`src/rtl/onex4_32bit_demux_buf_pkg.sv`:
```
// Shared constants and helpers for the 1-to-4 word distributor.
// Optional drain counters elsewhere are enabled by the DEMUX_CNT_EN macro.
package cpu_defs;
  localparam int NUM_OUT = 4;
  localparam int SEL_W   = 2;
  localparam int WORD_W  = 32;
  localparam int CNT_W   = 16;

  typedef logic [SEL_W-1:0] sel_t;

  function automatic logic [NUM_OUT-1:0] sel_decode(input sel_t sel);
    logic [NUM_OUT-1:0] hot;
    hot = '0;
    hot[sel] = 1'b1;
    return hot;
  endfunction
endpackage

```
`src/rtl/onex4_32bit_demux_buf_if.sv`:
```
// Producer/consumer bundle for onex4_32bit_demux_buf.
// DEMUX_CNT_EN adds the per-slot drain counters Out_cnt0..Out_cnt3.
interface onex4_32bit_demux_buf_if #(parameter int WIDTH = cpu_defs::WORD_W);
  import cpu_defs::*;

  // valid/ready: a word moves on a rising edge where valid and ready are both
  // high; the sender holds its payload stable until that edge.
  logic [WIDTH-1:0]   In;
  logic               In_valid;
  logic               In_ready;
  sel_t               Sel;
  logic [WIDTH-1:0]   Out0;
  logic [WIDTH-1:0]   Out1;
  logic [WIDTH-1:0]   Out2;
  logic [WIDTH-1:0]   Out3;
  logic [NUM_OUT-1:0] Out_valid;
  logic [NUM_OUT-1:0] Out_ready;
`ifdef DEMUX_CNT_EN
  logic [CNT_W-1:0]   Out_cnt0;
  logic [CNT_W-1:0]   Out_cnt1;
  logic [CNT_W-1:0]   Out_cnt2;
  logic [CNT_W-1:0]   Out_cnt3;
`endif

  modport slave (
    input  In, In_valid, Sel, Out_ready,
    output In_ready, Out0, Out1, Out2, Out3, Out_valid
`ifdef DEMUX_CNT_EN
    , output Out_cnt0, Out_cnt1, Out_cnt2, Out_cnt3
`endif
  );

  modport master (
    output In, In_valid, Sel, Out_ready,
    input  In_ready, Out0, Out1, Out2, Out3, Out_valid
`ifdef DEMUX_CNT_EN
    , input Out_cnt0, Out_cnt1, Out_cnt2, Out_cnt3
`endif
  );
endinterface

```
`src/rtl/onex4_32bit_demux_buf_one_slot_buf.sv`:
```
// Single-entry output buffer for one destination; a write on the same edge
// as a drain wins, so the slot stays full. DEMUX_CNT_EN adds a drain counter.
module one_slot_buf
  import cpu_defs::*;
#(
  parameter int WIDTH = WORD_W
) (
  input  logic             clk,
  input  logic             reset_n,
  input  logic             wr_en,
  input  logic [WIDTH-1:0] wr_data,
  input  logic             rd_ready,
  output logic [WIDTH-1:0] data,
  output logic             valid
`ifdef DEMUX_CNT_EN
  , output logic [CNT_W-1:0] cnt
`endif
);
  logic drain;
  assign drain = valid & rd_ready;

  // Data is left in place after a drain; only valid tells the consumer.
  always_ff @(posedge clk) begin
    if (!reset_n) begin
      data  <= '0;
      valid <= 1'b0;
    end else if (wr_en) begin
      data  <= wr_data;
      valid <= 1'b1;
    end else if (drain) begin
      valid <= 1'b0;
    end
  end

`ifdef DEMUX_CNT_EN
  always_ff @(posedge clk) begin
    if (!reset_n) begin
      cnt <= '0;
    end else if (drain) begin
      cnt <= cnt + 1'b1;
    end
  end
`endif
endmodule

```
`src/rtl/onex4_32bit_demux_buf.sv`:
```
// 1-to-4 distributor: steers each accepted word by Sel into one of four
// single-entry buffers. DEMUX_CNT_EN enables per-slot drain counters.
module onex4_32bit_demux_buf
  import cpu_defs::*;
#(
  parameter int WIDTH = WORD_W
) (
  input logic                      clk,
  input logic                      reset_n,
  onex4_32bit_demux_buf_if.slave   bus
);
  logic [NUM_OUT-1:0] sel_hot;
  logic [NUM_OUT-1:0] wr_en;
  logic [NUM_OUT-1:0] valid;
  logic [WIDTH-1:0]   data [NUM_OUT];
  logic               in_ready;
`ifdef DEMUX_CNT_EN
  logic [CNT_W-1:0]   cnt [NUM_OUT];
`endif

  // Ready depends only on the addressed slot, never on In_valid.
  assign in_ready = reset_n & (~valid[bus.Sel] | bus.Out_ready[bus.Sel]);
  assign sel_hot  = sel_decode(bus.Sel);
  assign wr_en    = {NUM_OUT{bus.In_valid & in_ready}} & sel_hot;

  for (genvar i = 0; i < NUM_OUT; i++) begin : g_slot
    one_slot_buf #(.WIDTH(WIDTH)) u_slot (
      .clk      (clk),
      .reset_n  (reset_n),
      .wr_en    (wr_en[i]),
      .wr_data  (bus.In),
      .rd_ready (bus.Out_ready[i]),
      .data     (data[i]),
      .valid    (valid[i])
`ifdef DEMUX_CNT_EN
      , .cnt    (cnt[i])
`endif
    );
  end

  assign bus.In_ready  = in_ready;
  assign bus.Out_valid = valid;
  assign bus.Out0      = data[0];
  assign bus.Out1      = data[1];
  assign bus.Out2      = data[2];
  assign bus.Out3      = data[3];
`ifdef DEMUX_CNT_EN
  assign bus.Out_cnt0  = cnt[0];
  assign bus.Out_cnt1  = cnt[1];
  assign bus.Out_cnt2  = cnt[2];
  assign bus.Out_cnt3  = cnt[3];
`endif
endmodule
```
`src/flat_wrapper.sv`:
```
// flat-port wrapper written by rule: the top's interface ports become plain ports
module onex4_32bit_demux_buf_flat import cpu_defs::*;
#(
  parameter int WIDTH = WORD_W
)
  (clk, reset_n, bus_In, bus_In_valid, bus_Sel, bus_Out_ready, bus_In_ready, bus_Out0, bus_Out1, bus_Out2, bus_Out3, bus_Out_valid);
  onex4_32bit_demux_buf_if #(.WIDTH(WIDTH)) bus_i ();
  input logic clk;
  input logic reset_n;
  input wire logic [$bits(bus_i.In)-1:0] bus_In;
  input wire logic [$bits(bus_i.In_valid)-1:0] bus_In_valid;
  input wire logic [$bits(bus_i.Sel)-1:0] bus_Sel;
  input wire logic [$bits(bus_i.Out_ready)-1:0] bus_Out_ready;
  output wire logic [$bits(bus_i.In_ready)-1:0] bus_In_ready;
  output wire logic [$bits(bus_i.Out0)-1:0] bus_Out0;
  output wire logic [$bits(bus_i.Out1)-1:0] bus_Out1;
  output wire logic [$bits(bus_i.Out2)-1:0] bus_Out2;
  output wire logic [$bits(bus_i.Out3)-1:0] bus_Out3;
  output wire logic [$bits(bus_i.Out_valid)-1:0] bus_Out_valid;
  assign bus_i.In = bus_In;
  assign bus_i.In_valid = bus_In_valid;
  assign bus_i.Sel = bus_Sel;
  assign bus_i.Out_ready = bus_Out_ready;
  assign bus_In_ready = bus_i.In_ready;
  assign bus_Out0 = bus_i.Out0;
  assign bus_Out1 = bus_i.Out1;
  assign bus_Out2 = bus_i.Out2;
  assign bus_Out3 = bus_i.Out3;
  assign bus_Out_valid = bus_i.Out_valid;
  onex4_32bit_demux_buf #(.WIDTH(WIDTH)) u_core (.clk(clk), .reset_n(reset_n), .bus(bus_i));
endmodule
```
`config.mk`:
```
export PLATFORM = sky130hd
export DESIGN_NAME = onex4_32bit_demux_buf_flat
export DESIGN_NICKNAME = d
export VERILOG_FILES = /design/src/rtl/onex4_32bit_demux_buf_pkg.sv /design/src/rtl/onex4_32bit_demux_buf_if.sv /design/src/rtl/onex4_32bit_demux_buf_one_slot_buf.sv /design/src/rtl/onex4_32bit_demux_buf.sv /design/src/flat_wrapper.sv
export SDC_FILE = /design/constraint.sdc
export NUM_CORES = 1
export LEC_CHECK = 0
export ABC_AREA = 1
export BUFFER_PORTS_ARGS = -buffer_cell sky130_fd_sc_hd__buf_4
export CORE_MARGIN = 2
export CORE_UTILIZATION = 49
export CTS_CLUSTER_DIAMETER = 50
export DETAILED_ROUTE_END_ITERATION = 10
export PLACE_DENSITY = 0.88
export SYNTH_ARGS = -nofsm -noshare
export SYNTH_HDL_FRONTEND = slang
export SYNTH_HIERARCHICAL = 1
export SYNTH_SLANG_ARGS = --single-unit
```
`constraint.sdc`:
```
create_clock -name clk -period 2 [get_ports clk]
set_input_delay 0.1 -clock clk [delete_from_list [all_inputs] [get_ports clk]]
set_output_delay 0.1 -clock clk [all_outputs]
set_load 0.02 [all_outputs]
```
-- Word-level counts from Yosys, hierarchy flattened
Cells that the tools add are included.
- register bits after elaboration: 132
- bits of input ports: 41
- output and inout port bits: 133
- logic and storage cells: 38
- magnitude comparators: 2
- muxes and demuxes: 14
- bitwise logic cells: 9
- reduce and logical (&&, ||, !) cells: 5
- operators by type and width (operator ; number):
    1-bit 2-to-1 mux ; 11
    2-bit nonzero test ; 4
    1-bit AND ; 6
    4-bit AND ; 1
    1-bit binary-select mux with 2-bit select ; 2
    2-bit by 3-bit < comparator with 1-bit output (second input constant) ; 1
    1-bit demux with 2-bit select ; 1
    2-bit by 1-bit greater-or-equal comparator with 1-bit output (second input constant) ; 1
    1-bit logical AND ; 1
    1-bit NOT ; 1
    1-bit bitwise OR ; 1

-- Depth between registers and ports, before layout
- depth after elaboration: 8
- depth in mapped cells: 13

-- Cells and area by module
The synthesis kept the hierarchy.
- by module, submodules not included (module ; times used ; cells an instance ; area each (um^2) ; sequential area each (um^2)):
    one_slot_buf ; 4 ; 143 ; 1156.1 ; 660.6
    onex4_32bit_demux_buf ; 1 ; 31 ; 150.1 ; 0.0

-- Worst setup path before layout
OpenSTA, ideal clock, no wires.
- path kind: flip-flop to flip-flop
- start point: register u_core.g_slot[3].u_slot.valid
- end point: register u_core.g_slot[3].u_slot.data[20]
- data arrival time: 1.370 ns
- data required time: 1.884 ns
- slack: 0.515 ns
- stages on the path, launching flop included: 12
- path buffers: 1
- period minus slack after synthesis: 1.485 ns
- path through: dfxtp_1 nand2_1 nand2_1 nand2_1 nand2_2 nand2_2 nand3_2 nor2_1 inv_2 buf_6 nor2_1 nor2_1
- word-level cells in the longest chain between the ends: 7
- RTL lines (element ; RTL line ; RTL):
    from (decl) ; onex4_32bit_demux_buf_one_slot_buf.sv:14 ; output logic valid
    from (signal assigned) ; onex4_32bit_demux_buf_one_slot_buf.sv:26 ; valid <= 1'b0;
    from (signal assigned) ; onex4_32bit_demux_buf_one_slot_buf.sv:29 ; valid <= 1'b1;
    from (signal assigned) ; onex4_32bit_demux_buf_one_slot_buf.sv:31 ; valid <= 1'b0;
    1-bit binary-select mux with 2-bit select ; onex4_32bit_demux_buf.sv:22 ; assign in_ready = reset_n & (~valid[bus.Sel] | bus.Out_ready[bus.Sel]);
    1-bit 2-to-1 mux (not written as such) ; onex4_32bit_demux_buf.sv:22 ;
    1-bit NOT ; onex4_32bit_demux_buf.sv:22 ;
    1-bit bitwise OR ; onex4_32bit_demux_buf.sv:22 ;
    1-bit AND ; onex4_32bit_demux_buf.sv:22 ;
    1-bit AND ; onex4_32bit_demux_buf.sv:24 ; assign wr_en = {NUM_OUT{bus.In_valid & in_ready}} & sel_hot;
    4-bit AND ; onex4_32bit_demux_buf.sv:24 ;
    via u_core.wr_en[3] ; onex4_32bit_demux_buf.sv:13 ; logic [NUM_OUT-1:0] wr_en;
    to (signal assigned) ; onex4_32bit_demux_buf_one_slot_buf.sv:28 ; data <= wr_data;
    to (decl) ; onex4_32bit_demux_buf_one_slot_buf.sv:13 ; output logic [WIDTH-1:0] data,
The timed path passes the listed nets, and every way through them passes these cells. The select of a mux whose other input is x is not followed.
A chain may end at the register's enable or synchronous reset.

-- Final worst setup path
- start point: register u_core.g_slot[3].u_slot.valid
- end point: register u_core.g_slot[0].u_slot.data[18]
- word-level cells in the longest chain between the ends: 7
- RTL lines (element ; RTL line):
    1-bit binary-select mux with 2-bit select ; onex4_32bit_demux_buf.sv:22
    1-bit 2-to-1 mux (not written as such) ; onex4_32bit_demux_buf.sv:22
    1-bit NOT ; onex4_32bit_demux_buf.sv:22
    1-bit bitwise OR ; onex4_32bit_demux_buf.sv:22
    1-bit AND ; onex4_32bit_demux_buf.sv:22
    1-bit AND ; onex4_32bit_demux_buf.sv:24
    4-bit AND ; onex4_32bit_demux_buf.sv:24
    via u_core.wr_en[0] ; onex4_32bit_demux_buf.sv:13
    to (signal assigned) ; onex4_32bit_demux_buf_one_slot_buf.sv:28
    to (decl) ; onex4_32bit_demux_buf_one_slot_buf.sv:13
The timed path passes the listed nets, and every way through them passes these cells. The select of a mux whose other input is x is not followed.

==> metrics.txt <==
most frequent cell after synthesis=nor2_1; Final #Nets=844; leakage=0.00343 µW; placed cell count=881; required time of the critical path=2430 ps; Clock Sinks=132; CP Max Fanout=33; H-tree depth=4; die height=103 µm; Int Pwr=4700 µW; synth warn=6; crit path kind=reg2reg; Synth cell types=16; Post-CTS Setup Inserts=0; Final period util=85.8%; RePlAce Congestion=0.903; die area=0.0105 mm²; RR Endpoint=u_core/g_slot[0].u_slot/data[18]$_SDFFE_PN0P_; CTS buffer count=17; Critical Path Sink Type=flop; register bit count reported by yosys=132; first-pass GRT wire length=23.6 mm; PD cells=908 mW/mm²; clock skew=7.15 ps; CP Launch Type=flop; final setup violation count=0; cell taking the most area after synthesis=dfxtp_1; Peak VDD IR=0.520 mV; vias per inst=5.25; Non-Filler Instances=950; Synth Flop Type=dfxtp_1; Gates resized, CTS repair=0; TritonCTS clock tree=built; # DRC=0; gr ovfl total=0; crit path time final=1720 ps; Net Sw Power=1610 µW; DRT Pass-1 Iters=5; Max-Cap Viols=0; Root Buffer=clkbuf_8; Rel. slew slack=55.7%; Vias=4983; status=finished, final reports clean; RSZ-0062 raised after global routing=no; min-delay src=reset_n; total I/O pin count=174; Clock Tree Buf Depth=2; Worst EP arrival=2140 ps; total core area=0.00959 mm²; Synth area leaders=dfxtp_1, nor2_1, o21ai_0; r2r setup slk=280 ps; area of the mapped netlist=0.00477 mm²; initial core utilization=49.8%; Hold Fails Final Rpt=0; post-route ant nets=0; Seq/Total Area, Yosys=55.3%; TNS Setup=0 ps; clock latency on the worst-skew pair=490 ps; Comb power frac=10.3%; Syn Area/Cell=7.92 µm²; switch share=25.6%; PortBufs=173; R2R depth=10; overall global routing resource usage=29.1%; Post-synth top cells=nor2_1, dfxtp_1, o21ai_0; Layout area overhead=45.6%; crit path from=u_core/g_slot[3].u_slot/valid$_SDFFE_PN0P_; initial antenna violation count=1; post-DP HPWL=9.84 mm; CTS Hold Bufs=36; reg-to-reg startpoint=u_core/g_slot[3].u_slot/valid$_SDFFE_PN0P_; Clock Pin Slew Worst Setup and Hold Paths=70 ps; Highest Clock Rate=583 MHz; WL final=15.6 mm; Tightest Hold Check Type=in2reg; FP Rows=36; ratio of cells with drive above 1 in the final layout=28.4%; post-synth top area share=55.3%; Slew Limit Fails=0; average wire per standard cell=16.4 µm; number of DRC markers in iteration 0=340; Syn Nets=644; number of synthesized flops with an enable pin=0; die width=103 µm; number of global-route vias before repair=4903; Worst-Margin Slew=664 ps; Syn Inst Count=603; Post-synth ARST share=0%; Clk pwr share=45.7%; pin count of the biggest net entering global routing=134; Critical path destination=u_core/g_slot[0].u_slot/data[18]$_SDFFE_PN0P_; sequential power share=44.0%
-- registers in the layout, indices dropped and copies added, names as in the netlist --
name / flops
u_core/g_slot.u_slot/valid: 4
u_core/g_slot.u_slot/data: 128
-- logic make-up after synthesis --
kind of cell	after synthesis	share of synthesized area (%)
compound gates	133	14.3
buf+inv	52	7.44
flops	132	55.3
simple gates	286	22.9
-- critical path, stage by stage, from the launching register on --
cell and delay [ps]:
dfxtp_1 360, nand2_1 70, nand2_1 60, nand2_1 60
nand2_2 80, nand2_2 50, nand3_2 120, nor2_2 70
inv_2 460, nor2_1 140, nor2_1 160
-- layout make-up --
class / count / area, µm²
Sequential cell: 132 / 2640
Inverter: 15 / 58.8
Clock inverter: 13 / 125
Fill cell: 712 / 2640
Multi-Input combinational cell: 419 / 1790
Antenna cell: 1 / 2.50
Clock buffer: 19 / 432
Tap cell: 133 / 166
Timing Repair Buffer: 218 / 1740
-- cells in the final DEF, fill, tap and decap left out --
cell type / n
diode_2: 1
inv_1: 9
buf_12: 1
clkinv_4: 2
nor2_2: 6
inv_6: 3
buf_4: 181
inv_4: 1
nand2_2: 2
clkinvlp_4: 4
nand2_1: 18
a21oi_2: 4
a21boi_1: 1
clkbuf_1: 1
nand3_2: 1
dlygate4sd3_1: 36
bufinv_16: 1
clkinv_2: 2
o21ai_0: 128
inv_2: 5
inv_8: 1
nor2_1: 256
dfxtp_1: 132
clkbuf_8: 2
clkbuf_16: 16
nand3_1: 3
-- power by group through the flow --
stage	logic, µW	registers [µW]	clock network, µW
4_1_cts	642	2770	2910
6_report	653	2780	2880
3_5_place_dp	583	2830	0
2_1_floorplan	183	2930	0
3_3_place_gp	570	2820	0
5_1_grt	698	2780	3040
-- per-layer routing --
layer / vias up / wire length [µm] / track usage [%] / share of wire [%]
met5: - / 0 / 0 / 0
met4: 0 / 524 / 15.2 / 3.4
met3: 41 / 1340 / 7.80 / 8.6
met2: 299 / 7860 / 51.1 / 50
met1: 2320 / 5870 / 32.2 / 38
li1: 2323 / - / - / -
-- stage by stage --
| stage | util, % | hold slack, ps | total power, µW | setup slack (ps) | cell area (µm²) |
|---|---|---|---|---|---|
| finish | 72.5 | 203 | 6310 | 284 | 6950 |
| global route | 72.5 | 183 | 6520 | 107 | 6950 |
| global placement | 62.9 | 366 | 3390 | 453 | 6030 |
| floorplan | - | 235 | 3120 | 515 | 4770 |
| CTS | 72.4 | 148 | 6330 | 336 | 6950 |
| detailed placement | 62.9 | 370 | 3410 | 336 | 6030 |
-- worst min-delay path by stage --
stage                                                    endpoint  slack [ps]  cells after the start
floorplan            u_core/g_slot[0].u_slot/data[0]$_SDFFE_PN0P_         230                      2
global placement    u_core/g_slot[0].u_slot/data[21]$_SDFFE_PN0P_         370                      3
detailed placement     u_core/g_slot[3].u_slot/valid$_SDFFE_PN0P_         370                      4
CTS                    u_core/g_slot[0].u_slot/valid$_SDFFE_PN0P_         150                      4
global route           u_core/g_slot[1].u_slot/valid$_SDFFE_PN0P_         180                      4
finish              u_core/g_slot[1].u_slot/data[14]$_SDFFE_PN0P_         200                      4
Note: power is estimated with default switching activity, not from simulation.
